### src/rtl/kyber_pkg.sv
// Kyber arithmetic constants and coefficient/product types shared by the NTT butterfly stages.
package kyber_pkg;
  localparam int WIDTH = 12;
  localparam int IWID  = 24;
  localparam int Q     = 3329;
  localparam int BM    = 5039;
  localparam int BK    = 24;

  // Largest product two canonical residues can produce: (Q-1)^2.
  localparam int unsigned RANGE_MAX = (Q - 1) * (Q - 1);

  typedef logic [WIDTH-1:0] coeff_t;
  typedef logic [IWID-1:0]  prod_t;
endpackage

### src/rtl/mod_csub.sv
// Combinational conditional subtract of Q: y = (a >= Q) ? a - Q : a. Zero latency, no flow control.
module mod_csub #(
  parameter int          W = 14,
  parameter int unsigned Q = 3329
) (
  input  logic [W-1:0] a,
  output logic [W-1:0] y
);

  assign y = (a >= W'(Q)) ? a - W'(Q) : a;

endmodule

### src/rtl/barrett_reduce_pipe.sv
// 3-stage Barrett reducer (x mod Q) with tag sideband; RANGE_CHECK_EN adds a sticky out-of-range flag.
// Latency 3, 1/cycle; one shared enable stalls every stage while the output is held (in_ready = en).
module barrett_reduce_pipe
  import kyber_pkg::*;
#(
  parameter int TAGW = 8
) (
  input  logic            clk,
  input  logic            rst,
  input  logic            in_valid,
  output logic            in_ready,
  input  prod_t           in_x,
  input  logic [TAGW-1:0] in_tag,
  output logic            out_valid,
  input  logic            out_ready,
  output coeff_t          out_r,
  output logic [TAGW-1:0] out_tag,
  output logic            range_err
);

  localparam int PW = IWID + 13;
  localparam int TW = PW - BK;
  localparam int RW = 14;

  logic            en;

  logic [PW-1:0]   p1_q, p1_d;
  prod_t           x1_q, x1_d;
  logic [TAGW-1:0] tag1_q, tag1_d;
  logic            v1_q, v1_d;

  logic [RW-1:0]   r2_q, r2_d;
  logic [TAGW-1:0] tag2_q, tag2_d;
  logic            v2_q, v2_d;

  coeff_t          out_r_q, out_r_d;
  logic [TAGW-1:0] out_tag_q, out_tag_d;
  logic            out_valid_q, out_valid_d;

  logic [TW-1:0]   t;
  logic [RW-1:0]   c0, c1;

  assign en       = !out_valid_q | out_ready;
  assign in_ready = en;

  mod_csub #(.W(RW), .Q(Q)) u_csub0 (.a(r2_q), .y(c0));
  mod_csub #(.W(RW), .Q(Q)) u_csub1 (.a(c0),   .y(c1));

  always_comb begin
    p1_d        = p1_q;
    x1_d        = x1_q;
    tag1_d      = tag1_q;
    v1_d        = v1_q;
    r2_d        = r2_q;
    tag2_d      = tag2_q;
    v2_d        = v2_q;
    out_r_d     = out_r_q;
    out_tag_d   = out_tag_q;
    out_valid_d = out_valid_q;
    t           = p1_q[PW-1:BK];
    if (en) begin
      p1_d        = PW'(in_x) * PW'(BM);
      x1_d        = in_x;
      tag1_d      = in_tag;
      v1_d        = in_valid;
      // True remainder is below 3Q, so modulo-2^14 arithmetic is exact.
      r2_d        = RW'(x1_q) - RW'(t) * RW'(Q);
      tag2_d      = tag1_q;
      v2_d        = v1_q;
      out_r_d     = c1[WIDTH-1:0];
      out_tag_d   = tag2_q;
      out_valid_d = v2_q;
    end
  end

  always_ff @(posedge clk or posedge rst) begin
    if (rst) begin
      p1_q        <= '0;
      x1_q        <= '0;
      tag1_q      <= '0;
      v1_q        <= 1'b0;
      r2_q        <= '0;
      tag2_q      <= '0;
      v2_q        <= 1'b0;
      out_r_q     <= '0;
      out_tag_q   <= '0;
      out_valid_q <= 1'b0;
    end else begin
      p1_q        <= p1_d;
      x1_q        <= x1_d;
      tag1_q      <= tag1_d;
      v1_q        <= v1_d;
      r2_q        <= r2_d;
      tag2_q      <= tag2_d;
      v2_q        <= v2_d;
      out_r_q     <= out_r_d;
      out_tag_q   <= out_tag_d;
      out_valid_q <= out_valid_d;
    end
  end

  assign out_r     = out_r_q;
  assign out_tag   = out_tag_q;
  assign out_valid = out_valid_q;

`ifdef RANGE_CHECK_EN
  logic range_err_q, range_err_d;

  always_comb begin
    range_err_d = range_err_q | (in_valid & in_ready & (in_x > prod_t'(RANGE_MAX)));
  end

  always_ff @(posedge clk or posedge rst) begin
    if (rst) range_err_q <= 1'b0;
    else     range_err_q <= range_err_d;
  end

  assign range_err = range_err_q;
`else
  assign range_err = 1'b0;
`endif

  // Low product bits and the csub headroom bits are intentionally dropped.
  logic unused_bits;
  assign unused_bits = ^{p1_q[BK-1:0], c1[RW-1:WIDTH]};

endmodule
### config.mk
export PLATFORM = sky130hd
export DESIGN_NAME = barrett_reduce_pipe
export DESIGN_NICKNAME = d
export VERILOG_FILES = /design/src/rtl/kyber_pkg.sv /design/src/rtl/mod_csub.sv /design/src/rtl/barrett_reduce_pipe.sv
export SDC_FILE = /design/constraint.sdc
export NUM_CORES = 1
export LEC_CHECK = 0
export ABC_AREA = 0
export CAP_MARGIN = 20
export CORE_MARGIN = 2
export CORE_UTILIZATION = 67
export DETAILED_ROUTE_END_ITERATION = 8
export GPL_TIMING_DRIVEN = 0
export MAX_ROUTING_LAYER = met4
export PLACE_DENSITY = 0.94
export SYNTH_ARGS = -nofsm -noshare
export SYNTH_HDL_FRONTEND = slang
export SYNTH_SLANG_ARGS = --single-unit
### constraint.sdc
create_clock -name clk -period 6.6 [get_ports clk]
set_input_delay 1.98 -clock clk [delete_from_list [all_inputs] [get_ports clk]]
set_output_delay 1.98 -clock clk [all_outputs]
set_load 0.01 [all_outputs]
# Yosys cells after proc, flatten, opt, wreduce, memory -nomap -nowiden
# Cells that the tools add are included.
# Widths: inputs -> output; s select.
[totals]
latch_bits = 0
memories = 0
mem_bits_rw = 0
romBits = 0
input_bits = 36
regBits = 104
output_inout_bits = 23
word_cells = 21
[classes]
shifts = 0
n_eq_ne = 0
reduce_logical = 1
addsub = 3
order_cmp = 2
mul = 2
mux = 2
div_mod_pow = 0
bitwise_logic = 1
[op_table]
columns = ["op", "count"]
rows = [
  ["$mul 24x13->37 const B", 1],
  ["$ge 14x12->1 const B", 2],
  ["$mul 13x12->14 const B", 1],
  ["$mux 14", 1],
  ["$sub 14x12->14 const B", 1],
  ["$sub 14x14->14", 1],
  ["$mux 12", 1],
  ["$sub 12x12->12 const B", 1],
  ["$logic_not 1->1", 1],
  ["$or 1x1->1", 1],
]

# Longest topological paths before layout
[logic_depth]
ltp_word = 4
depth_mapped = 21
depth_no_buf = 21

# By module
# From an unflattened synthesis, not the netlist that was laid out.
[hier_totals]
hier_cells = 1120
hier_area_um2 = 10711.5
[modules_own_cells]
columns = ["module", "instances", "cells_per_inst", "seq_area_each_um2", "area_per_inst_um2"]
rows = [
  ["barrett_reduce_pipe", 1, 998, 2001.9, 9823.2],
  ["mod_csub", 2, 61, 0.0, 444.2],
]

# Worst setup path before layout
# OpenSTA, ideal clock, no wires.
[synth_path]
path_type = "input to register"
from = "input in_x[15]"
to = "register p1_q[36]"
path_buffers = 0
t_required_ns = 6.484
path_slack_ns = -0.128
stages = 17
t_arrival_ns = 6.613
setup_ns = 0.116
path_cell_list = "fa_1 -> fa_1 -> fa_1 -> fa_1 -> inv_1 -> fa_1 -> inv_1 -> ha_1 -> a21oi_1 -> o21ai_0 -> a2111oi_0 -> a21oi_1 -> o21ai_0 -> o31ai_1 -> a41oi_1 -> nand4b_1 -> o311ai_0"
[synth_between]
elab_chain_cells = 1
[synth_lines]
columns = ["item", "line_no", "source"]
rows = [
  ["start, declared", "barrett_reduce_pipe.sv:12", "input prod_t in_x,"],
  ["$mul 24x13->37", "barrett_reduce_pipe.sv:62", "p1_d = PW'(in_x) * PW'(BM);"],
  ["end signal, assigned", "barrett_reduce_pipe.sv:89", "p1_q <= p1_d;"],
  ["end, declared", "barrett_reduce_pipe.sv:27", "logic [PW-1:0] p1_q, p1_d;"],
]
# Every way passes these cells.
# A chain may end at the register's enable or synchronous reset.

# Worst setup path after layout
[layout_path]
from = "input in_x[10]"
to = "register p1_q[31]"
# Same word-level chain as after synthesis.

==> results.ini <==
[run_status]
outcome = finished, violations left
violations = setup timing

[timing]
max_slew_margin_pct = 42.87
fin_crit_sh_pct = 101.8
skew_ns = 0.006191
finalCriticalPeriod_ns = 6.721
drv_slew = 0
rsz0062_at_grt = true
max_freq_ghz = 0.1488
worst_pin_slew_ns = 0.8504
setup_ws_ns = -0.1215
hold_viol = 0
fin_setup_tns_ns = -0.6234
setup_viol = 9

[global_route]
grt_pass1_wl_mm = 46.76
grt_util_met3_pct = 8.375
grt_busiest_layer = met2
grt_usage_pct = 39.14
grt_pass1_vias = 9015
grt_antenna_before_repair = 1
grt-ovfl-total = 0
met1_usage_pct = 43.47
grt_max_degree = 74
grt_util_met2_pct = 64.14

[logic_synthesis]
synth_ff_type = dfrtp_1
netlist_instances = 1035
synth_area_leaders = fa_1, ha_1, dfrtp_1, inv_1, nand2_1
synthDistinctLibCells = 74
synth_largest_area_cell = fa_1
synth_seq_cells = 80
synth_top_cell_area_share_pct = 26.76
avgSynthCellArea_um2 = 9.831
synth_nets = 1372
ys_seq_area_share_pct = 19.68
async_reset_ff_share_pct = 100.0
synth-edff-count = 0
ys.warnings.count = 0
syn-cell-area_mm2 = 0.01017

[flow_run]
maxCapViolCount = 0

[worst_setup_path]
reg2reg_slack_ns = 2.32
end_kind = register
startpoint_type = input port
crit_arrival_ns = 7.00
crit_type = input port to register
critical_path.max_fanout = 7
critPathRequiredTime_ns = 6.88

[place]
place_ws_ns = -1.702
dp_hpwl_mm = 20.39
routabilityCongestion = 0.9398
place.port_buffers = 57

[route]
drc = 0
ant_nets = 0
firstDrtPassIters = 5
drtIter0Drc = 729
vias = 8392
wl_per_cell_um = 22.94
wl_mm = 30.05
vias_per_cell = 6.406

[clock_tree]
cts_max_path_buffers = 2
cts_tree = built
cts.sinks = 80
cts_root_buf = clkbuf_16
ctsHoldBuffers = 0
numCtsBuffers = 9
clk_latency_ns = 0.35
htreeDepth = 3
clk_pin_slew_ns = 0.06

[die]
initial_utilization_pct = 67.68
die_w_um = 127.2
row_count = 45
pin_count = 59
dieArea_mm2 = 0.01619
chipHeight_um = 127.2
fp.coreArea_mm2 = 0.01503

[cells_and_area]
layout_common_cells = inv_1, ha_1, nand2_1, fa_1, dfrtp_1
drive_gt1_share_pct = 11.86
layout.nets = 1454
layout_commonest_cell = inv_1
area_growth_syn_to_layout_pct = 15.15

[hold_path]
hold_path.class = register to register

## worst paths after layout
path	start	end	depth (start not counted)
setup / recovery	in_x[10]	p1_q[31]	20
max in group asynchronous	rst	p1_q[35]	3
hold / removal	out_tag[7]	out_tag[7]	2
min in group asynchronous	rst	tag2_q[3]	2
hold reg to reg	out_tag[7]	out_tag[7]	2
setup reg to reg	p1_q[24]	r2_q[10]	16
## timing repair
item                       in CTS  in global routing
hold endpoints to repair        0                  0
gates resized for setup       172                 35
pin swaps                      53                 37
buffers inserted                6                  7
setup endpoints to repair      14                 12
## routing by layer
metal | vias up | wire, µm
li1 | 3529 | -
met1 | 4084 | 10240
met2 | 573 | 14920
met3 | 206 | 2487
met4 | 0 | 2409
met5 | - | 0
## area by class of cell
cell class	instances	area, µm²
fillers	842	3317
plain buffers	30	138.9
clock buffers	9	225.2
well taps	188	235.2
multi-input cells	744	7670
flip-flops and latches	80	2002
repair buffers	71	690.7
clock inverters	6	68.82
inverters	181	683.2
diodes	1	2.502
## synth_stat cells (all sizes together) (4+ instances only)
cell and instances:
inv 180, ha 165, fa 136, nand2 128, dfrtp 80, nor2 42, a21oi 40, o21ai 39
xnor2 26, clkbuf 20, nand3 18, xor2 15, nor3 14, buf 10, nand2b 8, or3 8
nor3b 7, o31ai 7, a21o 6, nand4 6, a211oi 5, nor2b 5, o211ai 5, a31o 4
o21a 4, o21bai 4
## sequential cells by signal (all words and copies together), names as in the netlist
register and count:
p1_q 14, r2_q 14, x1_q 13, out_r 12
out_tag 8, tag1_q 8, tag2_q 8, out_valid 1
v1_q 1, v2_q 1
## metrics by stage
step	cell area, µm²	hold WS [ns]	util (%)	cells
floorplan	10180	0.4300	-	1035
global placement	10980	0.4448	73.05	1280
detailed placement	11010	0.4550	73.25	1281
CTS	11530	0.4688	76.73	1302
global route	11720	0.4989	77.94	1310
finish	11720	0.4658	77.94	1310
## cell families after synthesis
| kind of cell | after synthesis | share of synthesized area, % |
|---|---|---|
| DFF | 80 | 19.68 |
| xor gates and xnor gates | 41 | 3.529 |
| AOI/OAI and AO/OA | 142 | 9.469 |
| and+or+nand+nor | 256 | 11.92 |
| other | 1 | 0.03686 |
| adders and majority gates | 301 | 47.05 |
| muxes | 3 | 0.2951 |
| buffers and inverters | 211 | 8.030 |
## worst max-delay path: stages
cell and delay [ns]:
buf_4 0.17, fa_2 0.63, fa_2 0.53, fa_1 0.51
fa_1 0.53, inv_1 0.08, fa_1 0.59, inv_1 0.07
ha_1 0.23, a21oi_2 0.18, nor3_2 0.08, a2111oi_4 0.19
buf_4 0.20, a21oi_4 0.08, o21ai_4 0.28, nand2b_4 0.10
a21oi_4 0.20, buf_4 0.15, nand4b_1 0.13, nand3_2 0.10
Power is not shown: default switching activity piles up to over one toggle a cycle in this logic, so the estimate is an artifact.
